File: config.mk
export PLATFORM = sky130hd
export DESIGN_NAME = life_data_high
export DESIGN_NICKNAME = d
export VERILOG_FILES = /design/src/rtl/life_pkg.sv /design/src/rtl/life_cell_rule.sv /design/src/rtl/life_data_high.sv
export SDC_FILE = /design/constraint.sdc
export NUM_CORES = 1
export LEC_CHECK = 0
export BUFFER_PORTS_ARGS = -buffer_cell sky130_fd_sc_hd__buf_2
export CORE_MARGIN = 5
export CORE_UTILIZATION = 30
export CTS_CLUSTER_DIAMETER = 200
export CTS_CLUSTER_SIZE = 28
export DETAILED_ROUTE_END_ITERATION = 10
export PLACE_DENSITY = 0.56
export SLEW_MARGIN = 5
export SYNTH_ARGS = -nofsm -noshare
export SYNTH_HDL_FRONTEND = slang
export SYNTH_SLANG_ARGS = --single-unit
File: constraint.sdc
create_clock -name clk -period 3.5 [get_ports clk]
set_input_delay 0.7 -clock clk [delete_from_list [all_inputs] [get_ports clk]]
set_output_delay 0.7 -clock clk [all_outputs]
set_load 0.1 [all_outputs]
File: src/rtl/life_pkg.sv
// Shared constants for the Game of Life ring engine: FSM states, neighbour
// slot layout inside the sliding window, edge masks and the cell rule.
package life_pkg;

  typedef enum logic [1:0] {IDLE, ARMED, COMPUTE} lifeState_e;

  localparam int BOARD_X = 8;
  localparam int BOARD_Y = 8;
  localparam int N       = BOARD_X * BOARD_Y;

  // Neighbour slots, row-major from up-left to down-right.
  localparam int NB_UL = 0;
  localparam int NB_U  = 1;
  localparam int NB_UR = 2;
  localparam int NB_L  = 3;
  localparam int NB_R  = 4;
  localparam int NB_DL = 5;
  localparam int NB_D  = 6;
  localparam int NB_DR = 7;

  localparam logic [7:0] MASK_LEFT   = 8'b0010_1001;
  localparam logic [7:0] MASK_RIGHT  = 8'b1001_0100;
  localparam logic [7:0] MASK_TOP    = 8'b0000_0111;
  localparam logic [7:0] MASK_BOTTOM = 8'b1110_0000;

  localparam logic [3:0] BIRTH_COUNT = 4'd3;
  localparam logic [3:0] SURVIVE_MIN = 4'd2;
  localparam logic [3:0] SURVIVE_MAX = 4'd3;

  typedef struct packed {
    logic valid;
    logic last;
    logic next;
  } delayEntry_t;

  // Window bit holding a given neighbour slot when the centre sits at x+1.
  function automatic int nbIndex(input int slot, input int x);
    case (slot)
      NB_UL:   return 0;
      NB_U:    return 1;
      NB_UR:   return 2;
      NB_L:    return x;
      NB_R:    return x + 2;
      NB_DL:   return 2 * x;
      NB_D:    return 2 * x + 1;
      NB_DR:   return 2 * x + 2;
      default: return 0;
    endcase
  endfunction

endpackage

File: src/rtl/life_cell_rule.sv
// Conway rule for one cell: births on exactly three live neighbours,
// survival on two or three.
module life_cell_rule
  import life_pkg::*;
(
  input  logic [7:0] neighbours_i,
  input  logic       center_i,
  output logic       next_o
);

  logic [3:0] count;

  // Population count of the already-masked neighbours.
  always_comb begin
    count = 4'd0;
    for (int i = 0; i < 8; i++) begin
      count = count + 4'(neighbours_i[i]);
    end
  end

  assign next_o = (count == BIRTH_COUNT) |
                  (center_i & (count >= SURVIVE_MIN) & (count <= SURVIVE_MAX));

endmodule

File: src/rtl/life_data_high.sv
// High segment of the Life board ring: a sliding window that evaluates one
// cell per clock and writes results back as each cell leaves the window.
module life_data_high
  import life_pkg::*;
#(
  parameter int X         = BOARD_X,
  parameter int Y         = BOARD_Y,
  parameter int HIGH_BITS = 2 * X + 3,
  parameter int LOG2X     = 3,
  parameter int LOG2Y     = 3
) (
  input  logic             clk,
  input  logic             reset,
  input  logic             data_low_lsb,
  input  logic             step,
  input  logic             run,
  output logic             data_high_lsb,
  output logic             busy,
  output logic             gen_done,
  output logic [15:0]      gen_count,
  output logic [LOG2X-1:0] center_x,
  output logic [LOG2Y-1:0] center_y
);

  localparam logic [LOG2X-1:0] X_LAST = LOG2X'(X - 1);
  localparam logic [LOG2Y-1:0] Y_LAST = LOG2Y'(Y - 1);

  lifeState_e              state_q;
  logic [HIGH_BITS-1:0]    window_q, window_d;
  logic [LOG2X-1:0]        centerX_q, centerX_d;
  logic [LOG2Y-1:0]        centerY_q, centerY_d;
  delayEntry_t             delay_q [X+1];
  logic                    genDone_q;
  logic [15:0]             genCount_q;

  logic                    lastX, lastY, lastCell;
  logic [7:0]              nbRaw, nbMask;
  logic                    cellNext;
  logic                    anyValid;
  delayEntry_t             pushEntry;

  assign lastX    = (centerX_q == X_LAST);
  assign lastY    = (centerY_q == Y_LAST);
  assign lastCell = lastX & lastY;

  // The window rotates and the centre walks the board every clock, busy or not.
  always_comb begin
    window_d  = {data_low_lsb, window_q[HIGH_BITS-1:1]};
    centerX_d = lastX ? '0 : centerX_q + 1'b1;
    centerY_d = centerY_q;
    if (lastX) begin
      centerY_d = lastY ? '0 : centerY_q + 1'b1;
    end
  end

  for (genvar s = 0; s < 8; s++) begin : g_nb
    assign nbRaw[s] = window_q[nbIndex(s, X)];
  end

  // Off-board neighbours hold wrapped or stale ring bits and must read as dead.
  always_comb begin
    nbMask = 8'hFF;
    if (centerX_q == '0) nbMask = nbMask & ~MASK_LEFT;
    if (lastX)           nbMask = nbMask & ~MASK_RIGHT;
    if (centerY_q == '0) nbMask = nbMask & ~MASK_TOP;
    if (lastY)           nbMask = nbMask & ~MASK_BOTTOM;
  end

  life_cell_rule u_rule (
    .neighbours_i (nbRaw & nbMask),
    .center_i     (window_q[X+1]),
    .next_o       (cellNext)
  );

  always_comb begin
    pushEntry.valid = (state_q == COMPUTE);
    pushEntry.last  = lastCell;
    pushEntry.next  = cellNext;
    anyValid        = 1'b0;
    for (int k = 0; k <= X; k++) begin
      anyValid = anyValid | delay_q[k].valid;
    end
  end

  // A result emerges from the delay line exactly when its cell reaches window[0].
  always_ff @(posedge clk or negedge reset) begin
    if (!reset) begin
      state_q    <= IDLE;
      window_q   <= '0;
      centerX_q  <= '0;
      centerY_q  <= '0;
      genDone_q  <= 1'b0;
      genCount_q <= 16'd0;
      for (int k = 0; k <= X; k++) begin
        delay_q[k] <= '0;
      end
    end else begin
      window_q   <= window_d;
      centerX_q  <= centerX_d;
      centerY_q  <= centerY_d;
      delay_q[0] <= pushEntry;
      for (int k = 1; k <= X; k++) begin
        delay_q[k] <= delay_q[k-1];
      end
      genDone_q <= delay_q[X].valid & delay_q[X].last;
      if (delay_q[X].valid & delay_q[X].last) begin
        genCount_q <= genCount_q + 16'd1;
      end
      case (state_q)
        IDLE:    if (step | run) state_q <= ARMED;
        ARMED:   if (lastCell) state_q <= COMPUTE;
        COMPUTE: if (lastCell && !run) state_q <= IDLE;
        default: state_q <= IDLE;
      endcase
    end
  end

  assign data_high_lsb = delay_q[X].valid ? delay_q[X].next : window_q[0];
  assign busy          = (state_q != IDLE) | anyValid;
  assign gen_done      = genDone_q;
  assign gen_count     = genCount_q;
  assign center_x      = centerX_q;
  assign center_y      = centerY_q;

endmodule

==> results, run 1 <==
- The vertical extent of the die is 102 um.
- The final routed wirelength across all metal layers is 4040 um.
- CTS built an H-tree with a depth of 3.
- Summing all flip-flop and latch instances after layout gives 1790 sq um.
- The multi-input combinational cells in the finished layout cover a total of 792 sq um.
- The synthesis warning total is 0.
- The final critical-path required period is 3380 ps.
- The core utilization of the finished layout is 38.6%.
- After detailed routing, the number of vias per cell comes to 4.22.
- The cts-stage hold buffer count is 0.
- The repair_antennas step left the layout with diodes totalling 0.
- The startpoint of the worst setup timing path is center_x[1].
- The arrival time at the worst endpoint is 3600 ps.
- The DRC marker count from the first detailed-route iteration is 23.
- The fmax is 0.296 GHz.
- The effective utilization at floorplan is 30.9%.
- The detail route stage leaves a number of antenna-violating nets equal to 0.
- Detailed routing inserted a total of 1388 vias.
- The synthesis-to-finish area growth is 25.0%.
- The design draws 0.00166 W.
- The worst setup path is captured at a flip-flop.
- The later-pin clock latency in the skew report is 330 ps.
- The final critical-path share of the clock period is 96.5%.
- Max-cap violations in this run came to 0.
- The tree built by TritonCTS fans out to 71 sinks.
- The power per cell area is 523 nW/um^2.
- The count of endpoints failing hold in the final timing report was 0.
- TritonCTS built the clock tree.
- The number of port buffers is 29.
- Cells with a size suffix above 1 make up 35.3% of the layout.
- The congestion estimate from routability-driven global placement came to 0.790.
- Entering global routing, the biggest net connects 50 pins.
- The critical path ends at delay_q[24].
- The remaining global-route overflow is 0.
- The via count of the first global-routing pass is 1466.
- The number of antenna violations at the first check in global routing was 0.
- Once placement completed, the tool counted placed cells totaling 310.
- The number of pins exceeding their max-slew limit in the final report is 0.
- The flow ran to the end, and the final reports show no timing, DRC or antenna violations.
- The clock input transition at the sequential cells of the worst setup and hold paths is 70 ps.
- The worst-case vdd ir drop is 0.231 mV.
- The largest driver fanout on the critical path is 3.
- The number of nets in the final layout is 238.
- The cell sitting at the root of the clock tree is a sky130_fd_sc_hd__clkbuf_8.
- The register bit count reported by yosys is 71.
- For the worst flop-to-flop path, the logic depth is 15.
- The endpoint identified for the worst register-to-register timing path is delay_q[24].
- The internal reg-to-reg setup slack is 120 ps.
- The post-synthesis cell area is 2530 sq um.
- The post-route DRC violation count is 0.
- For this design the top-level I/O count stands at 30.
- Summed over all cells, the static leakage comes to 1.50 nW.
- At the worst endpoint, the required time is 3720 ps.
- The all-layer global routing usage is 8.93%.
- Dividing the detail-routed wire length by the instance count gives 12.3 um.
- Leaving out fill and tap cells, the most frequent cells in the layout are 65 x sky130_fd_sc_hd__dfrtp_1, 29 x sky130_fd_sc_hd__buf_2, 11 x sky130_fd_sc_hd__nand2_1, 11 x sky130_fd_sc_hd__xnor2_1, 9 x sky130_fd_sc_hd__clkbuf_8.
- The worst hold path class is input port to asynchronous set/reset pin.
- Fill cells in the final layout number 794.
- In this run the horizontal extent of the chip is 102 um.
- The number of endpoints failing setup at the final stage is 0.
- The cell count after synthesis is 176.
- The number of library cell types mapped by synthesis is 28.
- On the final layout, the worst clock skew is 8.59 ps.
- The transition at the pin with the smallest max-transition slack is 523 ps.
- The setup path with the least slack is of type flip-flop to flip-flop.
- The finished cells cover 3170 sq um.
- The worst hold margin is 340 ps.
- Averaged over all synthesized cells, the footprint is 14.4 sq um.
- After detailed placement, the total cell area comes to 2850 sq um.
- The floorplan has 33 rows.
- The number of buffers created by CTS is 9.
- The die covers 10400 sq um.
- STA classifies the critical path startpoint as a flip-flop.
- The deepest clock path buffer count is 2.
- The HPWL after detailed placement is 2740 um.
- The remaining max-slew budget at the tightest pin is 65.1%.
- The worst register-to-register path begins at center_x[1].
- The sequential cell area fraction in the yosys report is 70.1%.
- The first detailed-routing pass ran for 3 iterations.
- The first global-routing pass estimated 6980 um of wire.
- The number of nets in the synthesized netlist is 195.
- The final standard cell count with taps included and fillers excluded is 329.
- The most common cell after layout, fill and taps aside is sky130_fd_sc_hd__dfrtp_1.
- The area of the core is 8220 sq um.
[synthesized netlist by cell type, drive strengths merged]
master  number  share of area (%)
and2         4               0.99
o31ai        1               0.30
inv         12                1.8
or2          1               0.25
and3b        1               0.35
nand2       11                1.6
mux2         3                1.3
clkbuf       2               0.30
a21oi        1               0.20
xor2         4                1.4
nand2b       3               0.74
fa           4                3.2
nor3         4               0.79
nor4         3                1.3
and3         3               0.74
ha          10                4.9
o21ai        3               0.59
nand3b       1               0.30
nand3        8                2.0
xnor2       11                3.8
nand4        2               0.49
nor2b        4               0.99
nor3b        1               0.30
dfrtp       71                 70
a31oi        1               0.25
nor2         7                1.0
[metal layers]
metal / part of all wire (%) / routed length, um / track usage (%)
met5: 0 / 0 / 0
met4: 1.4 / 57 / 2.72
met3: 7.4 / 298 / 4.78
met2: 44 / 1780 / 12.9
met1: 47 / 1910 / 11.7
[state kept, by name, indices dropped and copies added, names as in the netlist]
| register | cells |
|---|---|
| center_x | 3 |
| gen_done | 1 |
| window_q | 19 |
| delay_q | 27 |
| center_y | 3 |
| state_q | 2 |
| gen_count | 16 |
[worst max-delay path, cell delays in order (launching register included)]
cell,delay [ps]
sky130_fd_sc_hd__dfrtp_4,500
sky130_fd_sc_hd__inv_4,70
sky130_fd_sc_hd__ha_4,130
sky130_fd_sc_hd__nand2b_4,60
sky130_fd_sc_hd__and3_4,180
sky130_fd_sc_hd__ha_4,260
sky130_fd_sc_hd__inv_2,30
sky130_fd_sc_hd__fa_1,480
sky130_fd_sc_hd__inv_2,40
sky130_fd_sc_hd__fa_1,560
sky130_fd_sc_hd__fa_2,220
sky130_fd_sc_hd__inv_2,40
sky130_fd_sc_hd__fa_2,370
sky130_fd_sc_hd__nor2b_4,140
sky130_fd_sc_hd__a31oi_2,140
sky130_fd_sc_hd__nor3_2,60
[worst min path at each step]
stage / depth (start not counted) / endpoint / start
after floorplan: 0 / delay_q[0] / delay_q[3]
after global placement: 0 / window_q[6] / window_q[7]
after detailed placement: 0 / window_q[4] / window_q[5]
after CTS: 1 / window_q[3] / reset
after global routing: 0 / window_q[3] / window_q[4]
final: 1 / window_q[3] / reset
[stage by stage]
step	TNS (ps)	worst slack, ps
2_1_floorplan	0	43.9
3_3_place_gp	0	164
3_5_place_dp	0	105
4_1_cts	0	98.3
5_1_grt	-1.66	-1.66
6_report	0	122
[where the power goes]
part | switching [W] | total, W | leakage [nW] | internal, W
Sequential | 0.0000125 | 0.000874 | 0.868 | 0.000861
Combinational | 0.0000683 | 0.000108 | 0.525 | 0.0000398
Clock | 0.000276 | 0.000676 | 0.104 | 0.000400
Total | 0.000357 | 0.00166 | 1.50 | 0.00130
[repair_timing]
| item | CTS | global route |
|---|---|---|
| setup buffers | 0 | 3 |
| gates resized for setup | 0 | 20 |
| setup endpoints to repair | 0 | 1 |
[kinds of logic after synthesis]
logic type | after synthesis | synth area share (%)
flops | 71 | 70.1
simple gates | 53 | 11.9
xor+xnor | 15 | 5.18
buf+inv | 14 | 2.07
fa+ha+maj | 14 | 8.09
compound gates | 6 | 1.33
mux | 3 | 1.33
[layout make-up]
class | count | share of cell area, %
inverters | 12 | 1.58
clock buffers | 12 | 4.27
multi-input cells | 91 | 25.0
clock inverters | 4 | 2.21
flip-flops and latches | 71 | 56.6
repair buffers | 34 | 6.16
well taps | 105 | 4.15
(Power assumes the default switching activity.)
==> run 2, diff against run 1 <==
--- a/config.mk
+++ b/config.mk
@@ -7,11 +7,10 @@
 export LEC_CHECK = 0
 export BUFFER_PORTS_ARGS = -buffer_cell sky130_fd_sc_hd__buf_2
 export CORE_MARGIN = 5
-export CORE_UTILIZATION = 30
+export CORE_UTILIZATION = 51
 export CTS_CLUSTER_DIAMETER = 200
-export CTS_CLUSTER_SIZE = 28
 export DETAILED_ROUTE_END_ITERATION = 10
-export PLACE_DENSITY = 0.56
+export PLACE_DENSITY = 0.82
 export SLEW_MARGIN = 5
 export SYNTH_ARGS = -nofsm -noshare
 export SYNTH_HDL_FRONTEND = slang
==> run 2 against run 1 <==
Effect of this change: die area shrank 38%; global-route usage increased by 5.2 points; final cell count decreased by 12%; non-clock buffer count down 1.
==> results, run 2 (synthesis gave the netlist of run 1 again) <==
- The area of the core is 4790 sq um (-42%).
- The largest net degree at the start of global routing is 50 (unchanged).
- TritonCTS built the clock tree.
- The cell that appears most often on the critical path is sky130_fd_sc_hd__inv_1.
- The design area is 2980 sq um (-5.9%).
- The number of flip-flops under the largest register name was 27 (unchanged).
- The transition at the pin with the smallest max-transition slack is 999 ps (+476 ps).
- The post-route DRC violation count is 0 (unchanged).
- The total area of sequential cells is 1790 sq um (unchanged).
- The startpoint type of the worst setup path is a flip-flop.
- The signal on the critical path passes through inv_2, ha_1, nand2b_1, and3_1, ha_1, inv_1, fa_1, inv_1, fa_1, fa_2, inv_1, fa_2, nor2b_1, a31oi_1, nor3_2.
- The routability-driven placement congestion ratio was 0.741 (-6.3%).
- The deepest clock path buffer count is 2 (unchanged).
- The clock input transition at the sequential cells of the worst setup and hold paths is 70 ps (about the same).
- The remaining max-slew budget at the tightest pin was 33.4% (-32 points).
- The startpoint identified for the worst register-to-register timing path is center_x[0].
- The H-tree level count is 3 (unchanged).
- The number of antenna violations at the first check in global routing is 0 (unchanged).
- The DRC marker count from the first detailed-route iteration is 38 (+65%).
- The worst min-delay path startpoint is delay_q[22].
- The multi-input logic area is 716 sq um (-9.6%).
- The number of fillers in the final layout is 380 (-52%).
- The number of vias after detailed routing is 1362 (-1.9%).
- The fraction of layout cells with a size suffix above 1 was 28.8% (-6.4 points).
- The number of top-level design ports came to 30 (unchanged).
- The all-layer global routing usage is 14.2% (+5.2 points).
- The number of buffers created by CTS is 9 (unchanged).
- The largest driver fanout on the critical path was 4 (+1).
- The leakage power figure is 1.45 nW (-2.8%).
- The number of nets in the final layout is 237 (-0.42%).
- The antenna cell count came to 0 (unchanged).
- The type of destination of the critical path is a flip-flop.
- The placement-stage cell area is 2800 sq um (-1.8%).
- The number of port buffers came to 29 (unchanged).
- The slowest stage of the critical path is the sky130_fd_sc_hd__fa_1 cell.
- The detail-routed via count per cell is 4.71 (+12%).
- The count of endpoints failing hold in the final timing report came to 0 (unchanged).
- The total number of clock tree sinks is 71 (unchanged).
- The core utilization of the finished layout came to 62.3% (+24 points).
- The final routed wirelength across all metal layers was 3840 um (-4.9%).
- The first-pass GRT wire length was 6780 um (-2.9%).
- The vertical extent of the die is 80.5 um (-21%).
- The worst hold path class is flip-flop to flip-flop.
- The required time at the endpoint of the critical path is 3720 ps (about the same).
- The final critical-path share of the clock period is 97.7% (+1.1 points).
- The final critical-path required period is 3420 ps (+39.5 ps).
- The HPWL after detailed placement is 2660 um (-3.1%).
- The later-pin clock latency in the skew report came to 330 ps (about the same).
- The startpoint of the worst setup timing path is center_x[0].
- The total number of placement rows is 25 (-24%).
- The arrival time at the worst endpoint is 3630 ps (+30 ps).
- The final antenna-violating net count is 0 (unchanged).
- The worst-case vdd ir drop is 0.353 mV (+53%).
- Leaving out fill and tap cells, the most frequent cell in the layout is sky130_fd_sc_hd__dfrtp_1.
- The cts-stage hold buffer count is 0 (unchanged).
- The number of pins exceeding their max-slew limit in the final report was 0 (unchanged).
- The accumulated negative setup slack is 0 ps (unchanged).
- The library cells used most frequently in the layout, excluding fill and tap cells, are 65 x sky130_fd_sc_hd__dfrtp_1, 29 x sky130_fd_sc_hd__buf_2, 11 x sky130_fd_sc_hd__nand2_1, 11 x sky130_fd_sc_hd__xnor2_1, 11 x sky130_fd_sc_hd__clkbuf_8.
- The fmax is 0.293 GHz (-1.2%).
- Ranked by flip-flop count, first place goes to delay_q.
- Setup repair after global routing could not meet its margin everywhere.
- The setup path with the least slack is of type flip-flop to flip-flop.
- The effective utilization at floorplan came to 53.0% (+22 points).
- The number of endpoints failing setup at the final stage is 0 (unchanged).
- The detailed-router iteration count before antenna repair is 4 (+1).
- The power per cell area is 513 nW/um^2 (-1.9%).
- The tree is rooted in a sky130_fd_sc_hd__clkbuf_8.
- The synthesis-to-finish area growth is 17.6%.
- The remaining global-route overflow came to 0 (unchanged).
- The clock tree skew after final layout is 6.51 ps (-2.08 ps).
- The reported max-cap violation count is 0 (unchanged).
- The run finished with clean final reports.
- The biggest cell delay along the critical path is 520 ps (-40 ps).
- The worst hold margin is 344 ps (+4.10 ps).
- The routed wirelength normalized by instance count is 13.3 um (+8.2%).
- The die width is 80.5 um (-21%).
- The overall die area is 6480 sq um (-38%).
- The via count of the first global-routing pass is 1471 (+0.34%).
[run 2: changes by cell type in the layout (fill, tap and decap cells not counted), sizes merged]
cell    before  now
clkinv       2    1
buf         34   33
bufinv       2    0
clkbuf      12   14
[run 2: through the flow]
stage	setup slack, ps	cells	total power, W
4_1_cts	93.1	288	0.00154
3_3_place_gp	173	273	0.000978
5_1_grt	-63.4	289	0.00161
3_5_place_dp	93.6	273	0.000983
2_1_floorplan	43.9	176	0.000945
6_report	82.1	289	0.00153
[run 2: report_power, final]
group           total, W  switching [W]  leakage (nW)  internal [W]
combinational  0.0000963      0.0000642         0.500     0.0000321
clock           0.000559       0.000267        0.0865      0.000292
sequential      0.000875      0.0000136         0.868      0.000862
total            0.00153       0.000344          1.45       0.00119
[run 2: cell type report]
| type | count | share of cell area, % |
|---|---|---|
| sequential | 71 | 60.2 |
| multi-input combinational | 91 | 24.0 |
| timing repair buffer | 33 | 5.87 |
| clock buffer | 14 | 5.46 |
| tap | 67 | 2.81 |
| inverter | 12 | 1.51 |
| clock inverter | 1 | 0.168 |
[run 2: path summary, 6_finish.rpt]
check                          endpoint  slack (ps)  cells past startpoint
setup reg to reg            delay_q[24]          80                     15
min in group asynchronous  gen_count[0]         540                      1
hold reg to reg             delay_q[19]         340                      0
hold / removal              delay_q[19]         340                      0
setup / recovery            delay_q[24]          80                     15
max in group asynchronous  gen_count[9]        2200                      2
[run 2: layer usage]
layer	up-vias	wire, um	track usage [%]	share of wire (%)
met2	35	1770	21.2	46
met1	667	1750	18.1	46
met3	8	252	5.72	6.6
met4	0	69	6.42	1.8
li1	652	-	-	-
met5	-	0	0	0
[run 2: timing repair]
action,CTS,global route
resized for setup,0,2
setup endpoints to repair,0,1
buffers inserted,0,1
[run 2: worst max-delay path: cells and delay by family, from the launching register on]
kind,cells,cell delay [ps]
flops,1,500
fa+ha+maj,6,1960
compound gates,1,180
buf+inv,4,200
simple gates,4,480
==> run 3, diff against run 2 <==
--- a/config.mk
+++ b/config.mk
@@ -10,7 +10,8 @@
 export CORE_UTILIZATION = 51
 export CTS_CLUSTER_DIAMETER = 200
 export DETAILED_ROUTE_END_ITERATION = 10
-export PLACE_DENSITY = 0.82
+export PLACE_DENSITY = 0.74
+export SKIP_LAST_GASP = 1
 export SLEW_MARGIN = 5
 export SYNTH_ARGS = -nofsm -noshare
 export SYNTH_HDL_FRONTEND = slang
==> constraint.sdc (replaced) <==
create_clock -name clk -period 3.5 [get_ports clk]
set_input_delay 0.7 -clock clk [delete_from_list [all_inputs] [get_ports clk]]
set_output_delay 0.7 -clock clk [all_outputs]
set_load 0.05 [all_outputs]
==> run 3 against run 2 <==
Effect of this change: non-clock buffer count is 1 higher; first-iteration DRC count is 26% higher; sequential power hardly changed; register-to-register slack better by 30 ps; combinational power is 2.7% higher; global-route usage is 0.41 points lower; sequential cell count stayed put; total power is 8.8% higher; worst setup slack better by 30 ps; wire length hardly changed; clock-buffer cell count is 3 lower; sequential share of layout area is 1.9 points lower; critical endpoint unchanged.
==> results, run 3 (synthesis gave the netlist of run 1 again) <==
- The first-pass GRT wire length was 6420 um (-5.3%).
- The number of vias after detailed routing is 1375 (+0.95%).
- The post-route DRC violation count is 0 (unchanged).
- The setup slack of the critical path after layout is 113 ps (+30.5 ps).
- The routability-driven placement congestion ratio was 0.707 (-4.5%).
- In the layout the commonest cells are 67 x sky130_fd_sc_hd__dfrtp_1, 29 x sky130_fd_sc_hd__buf_2, 11 x sky130_fd_sc_hd__nand2_1, 11 x sky130_fd_sc_hd__xnor2_1, 10 x sky130_fd_sc_hd__clkbuf_8.
- The most used routing layer in global routing is met2.
- The core utilization of the finished layout is 63.9% (+1.6 points).
- The number of buffers created by CTS is 9 (unchanged).
- The die width came to 80.5 um (unchanged).
- The routed wirelength normalized by instance count is 13.3 um (-0.27%).
- The largest driver fanout on the critical path came to 3 (-1).
- The fmax came to 0.295 GHz (+0.90%).
- The total number of placement rows is 25 (unchanged).
- The number of port buffers is 29 (unchanged).
- The leakage power figure is 1.50 nW (+3.1%).
- The overall die area was 6480 sq um (unchanged).
- The arrival time at the worst endpoint is 3610 ps (-20 ps).
- The number of pins exceeding their max-slew limit in the final report is 0 (unchanged).
- The final antenna-violating net count is 0 (unchanged).
- The flow ran to the end, and the final reports show no timing, DRC or antenna violations.
- The most common cell after layout, fill and taps aside is sky130_fd_sc_hd__dfrtp_1.
- The root buffer cell is sky130_fd_sc_hd__clkbuf_8.
- The antenna cell count is 0 (unchanged).
- The biggest cell delay along the critical path came to 560 ps (+40 ps).
- The DRC marker count from the first detailed-route iteration was 48 (+26%).
- The slowest stage cell on the critical path is sky130_fd_sc_hd__fa_1.
- The worst hold path class is flip-flop to flip-flop.
- The routing usage on met2 came to 21.1% (-0.083 points).
- The reported max-cap violation count is 0 (unchanged).
- The detailed-router iteration count before antenna repair came to 4 (unchanged).
- The count of endpoints failing hold in the final timing report is 0 (unchanged).
- The area of the core came to 4790 sq um (unchanged).
- The power consumption is 0.00166 W (+8.8%).
- The net switching power figure is 0.000350 W (+1.8%).
- The deepest clock path buffer count was 2 (unchanged).
- The met1 usage is 16.9% (-1.1 points).
- The number of endpoints failing setup at the final stage is 0 (unchanged).
- The placement-stage cell area was 2780 sq um (-0.80%).
- The number of top-level design ports came to 30 (unchanged).
- TritonCTS built the clock tree.
- The final routed wirelength across all metal layers is 3850 um (about the same).
- Ranked by flip-flop count, first place goes to delay_q.
- The clock tree skew after final layout is 6.52 ps (+0.0105 ps).
- The design area was 3060 sq um (+2.5%).
- The total number of clock tree sinks is 71 (unchanged).
- The sequential group share of total power came to 52.5% (-4.7 points).
- The final critical-path required period came to 3390 ps (-30.5 ps).
- The later-pin clock latency in the skew report is 340 ps (about the same).
- The number of antenna violations at the first check in global routing is 0 (unchanged).
- The worst hold margin was 346 ps (+1.76 ps).
- The remaining max-slew budget at the tightest pin is 44.2% (+11 points).
- Relative to the synthesized area, the layout overhead comes to 20.6%.
- The all-layer global routing usage is 13.8% (-0.41 points).
- The number of flip-flops under the largest register name is 27 (unchanged).
- The fraction of power spent switching nets is 21.1% (-1.5 points).
- The type of the worst setup path is flip-flop to flip-flop.
- The HPWL after detailed placement is 2490 um (-6.4%).
- The largest net degree at the start of global routing is 72 (+44%).
- The H-tree level count was 3 (unchanged).
- The type of destination of the critical path is a flip-flop.
- The transition at the pin with the smallest max-transition slack came to 837 ps (-162 ps).
- The required time at the endpoint of the critical path is 3720 ps (about the same).
- The via count of the first global-routing pass was 1394 (-5.2%).
- The relative contribution of combinational cells to total power came to 5.9% (-0.4 points).
- The design internal power is 0.00131 W (+11%).
- The signal on the critical path passes through inv_1, ha_1, nand2b_1, and3_1, ha_1, inv_1, fa_1, inv_2, fa_1, fa_2, inv_2, fa_2, nor2b_4, a31oi_2, nor3_2.
- The effective utilization at floorplan came to 53.0% (unchanged).
- The number of nets in the final layout is 238 (+0.42%).
- The fraction of layout cells with a size suffix above 1 was 31.4% (+2.6 points).
- The remaining global-route overflow came to 0 (unchanged).
- The clock input transition at the sequential cells of the worst setup and hold paths is 70 ps (about the same).
- The met3 usage was 3.81% (-1.9 points).
- The worst slack at placement is 19.7 ps (-73.9 ps).
- The worst-case vdd ir drop was 0.342 mV (-3.2%).
- The clock network power share was 41.5% (+5.0 points).
- The vertical extent of the die was 80.5 um (unchanged).
- The final critical-path share of the clock period came to 96.8% (-0.87 points).
- The startpoint type of the worst setup path is a flip-flop.
- The power per cell area is 545 nW/um^2 (+6.1%).
- The detail-routed via count per cell came to 4.74 (+0.61%).
## run 3: cell types whose count changed in the layout (fill, tap and decap cells not counted), moves of 2 or more
cell | previous run | this run
sky130_fd_sc_hd__dfrtp_4 | 4 | 0
sky130_fd_sc_hd__bufinv_16 | 0 | 2
sky130_fd_sc_hd__clkbuf_1 | 3 | 1
sky130_fd_sc_hd__dfrtp_1 | 65 | 67
sky130_fd_sc_hd__dfrtp_2 | 2 | 4
## run 3: per-layer routing
layer | wire, um | vias to the layer above
met5 | 0 | -
met4 | 80 | 0
met3 | 240 | 7
met2 | 1810 | 37
met1 | 1710 | 670
li1 | - | 661
## run 3: area by class of cell
cell class                      instances  area [sq um]
Clock buffer                           11           141
Inverter                               12          45.0
Multi-Input combinational cell         91           752
Fill cell                             367          1730
Timing Repair Buffer                   34           183
Tap cell                               67          83.8
Clock inverter                          4          70.1
Sequential cell                        71          1780
## run 3: metrics by stage
step / TNS [ps] / instances
5_1_grt: -32.3 / 290
6_report: 0 / 290
3_5_place_dp: 0 / 272
2_1_floorplan: 0 / 176
4_1_cts: 0 / 287
3_3_place_gp: 0 / 272
## run 3: final timing paths
check,start,endpoint,slack [ps],cells after the start
max,center_x[0],delay_q[24],110,15
min,window_q[7],window_q[6],350,0
max reg2reg,center_x[0],delay_q[24],110,15
min reg2reg,window_q[7],window_q[6],350,0
max in group asynchronous,reset,center_x[1],2360,2
min in group asynchronous,reset,gen_count[1],540,2
## run 3: repair_timing
action / CTS / global route
hold buffers: 0 / 0
pin swaps: 1 / 6
setup buffers: 0 / 3
endpoints found under the setup margin: 1 / 1
resized for setup: 2 / 11
## run 3: worst max-delay path, delay by kind of cell, from the launching register on
family	cells	cell delay [ps]
fa+ha+maj	6	2050
simple gates	4	470
flops	1	410
buf+inv	4	190
compound gates	1	160
## run 3: power by group through the flow
stage	combinational [W]	clock [W]	sequential, W
final	0.0000989	0.000691	0.000875
after global routing	0.000112	0.000748	0.000878
after CTS	0.0000859	0.000708	0.000875
after detailed placement	0.0000798	0	0.000890
after global placement	0.0000774	0	0.000889
after floorplan	0.0000515	0	0.000884
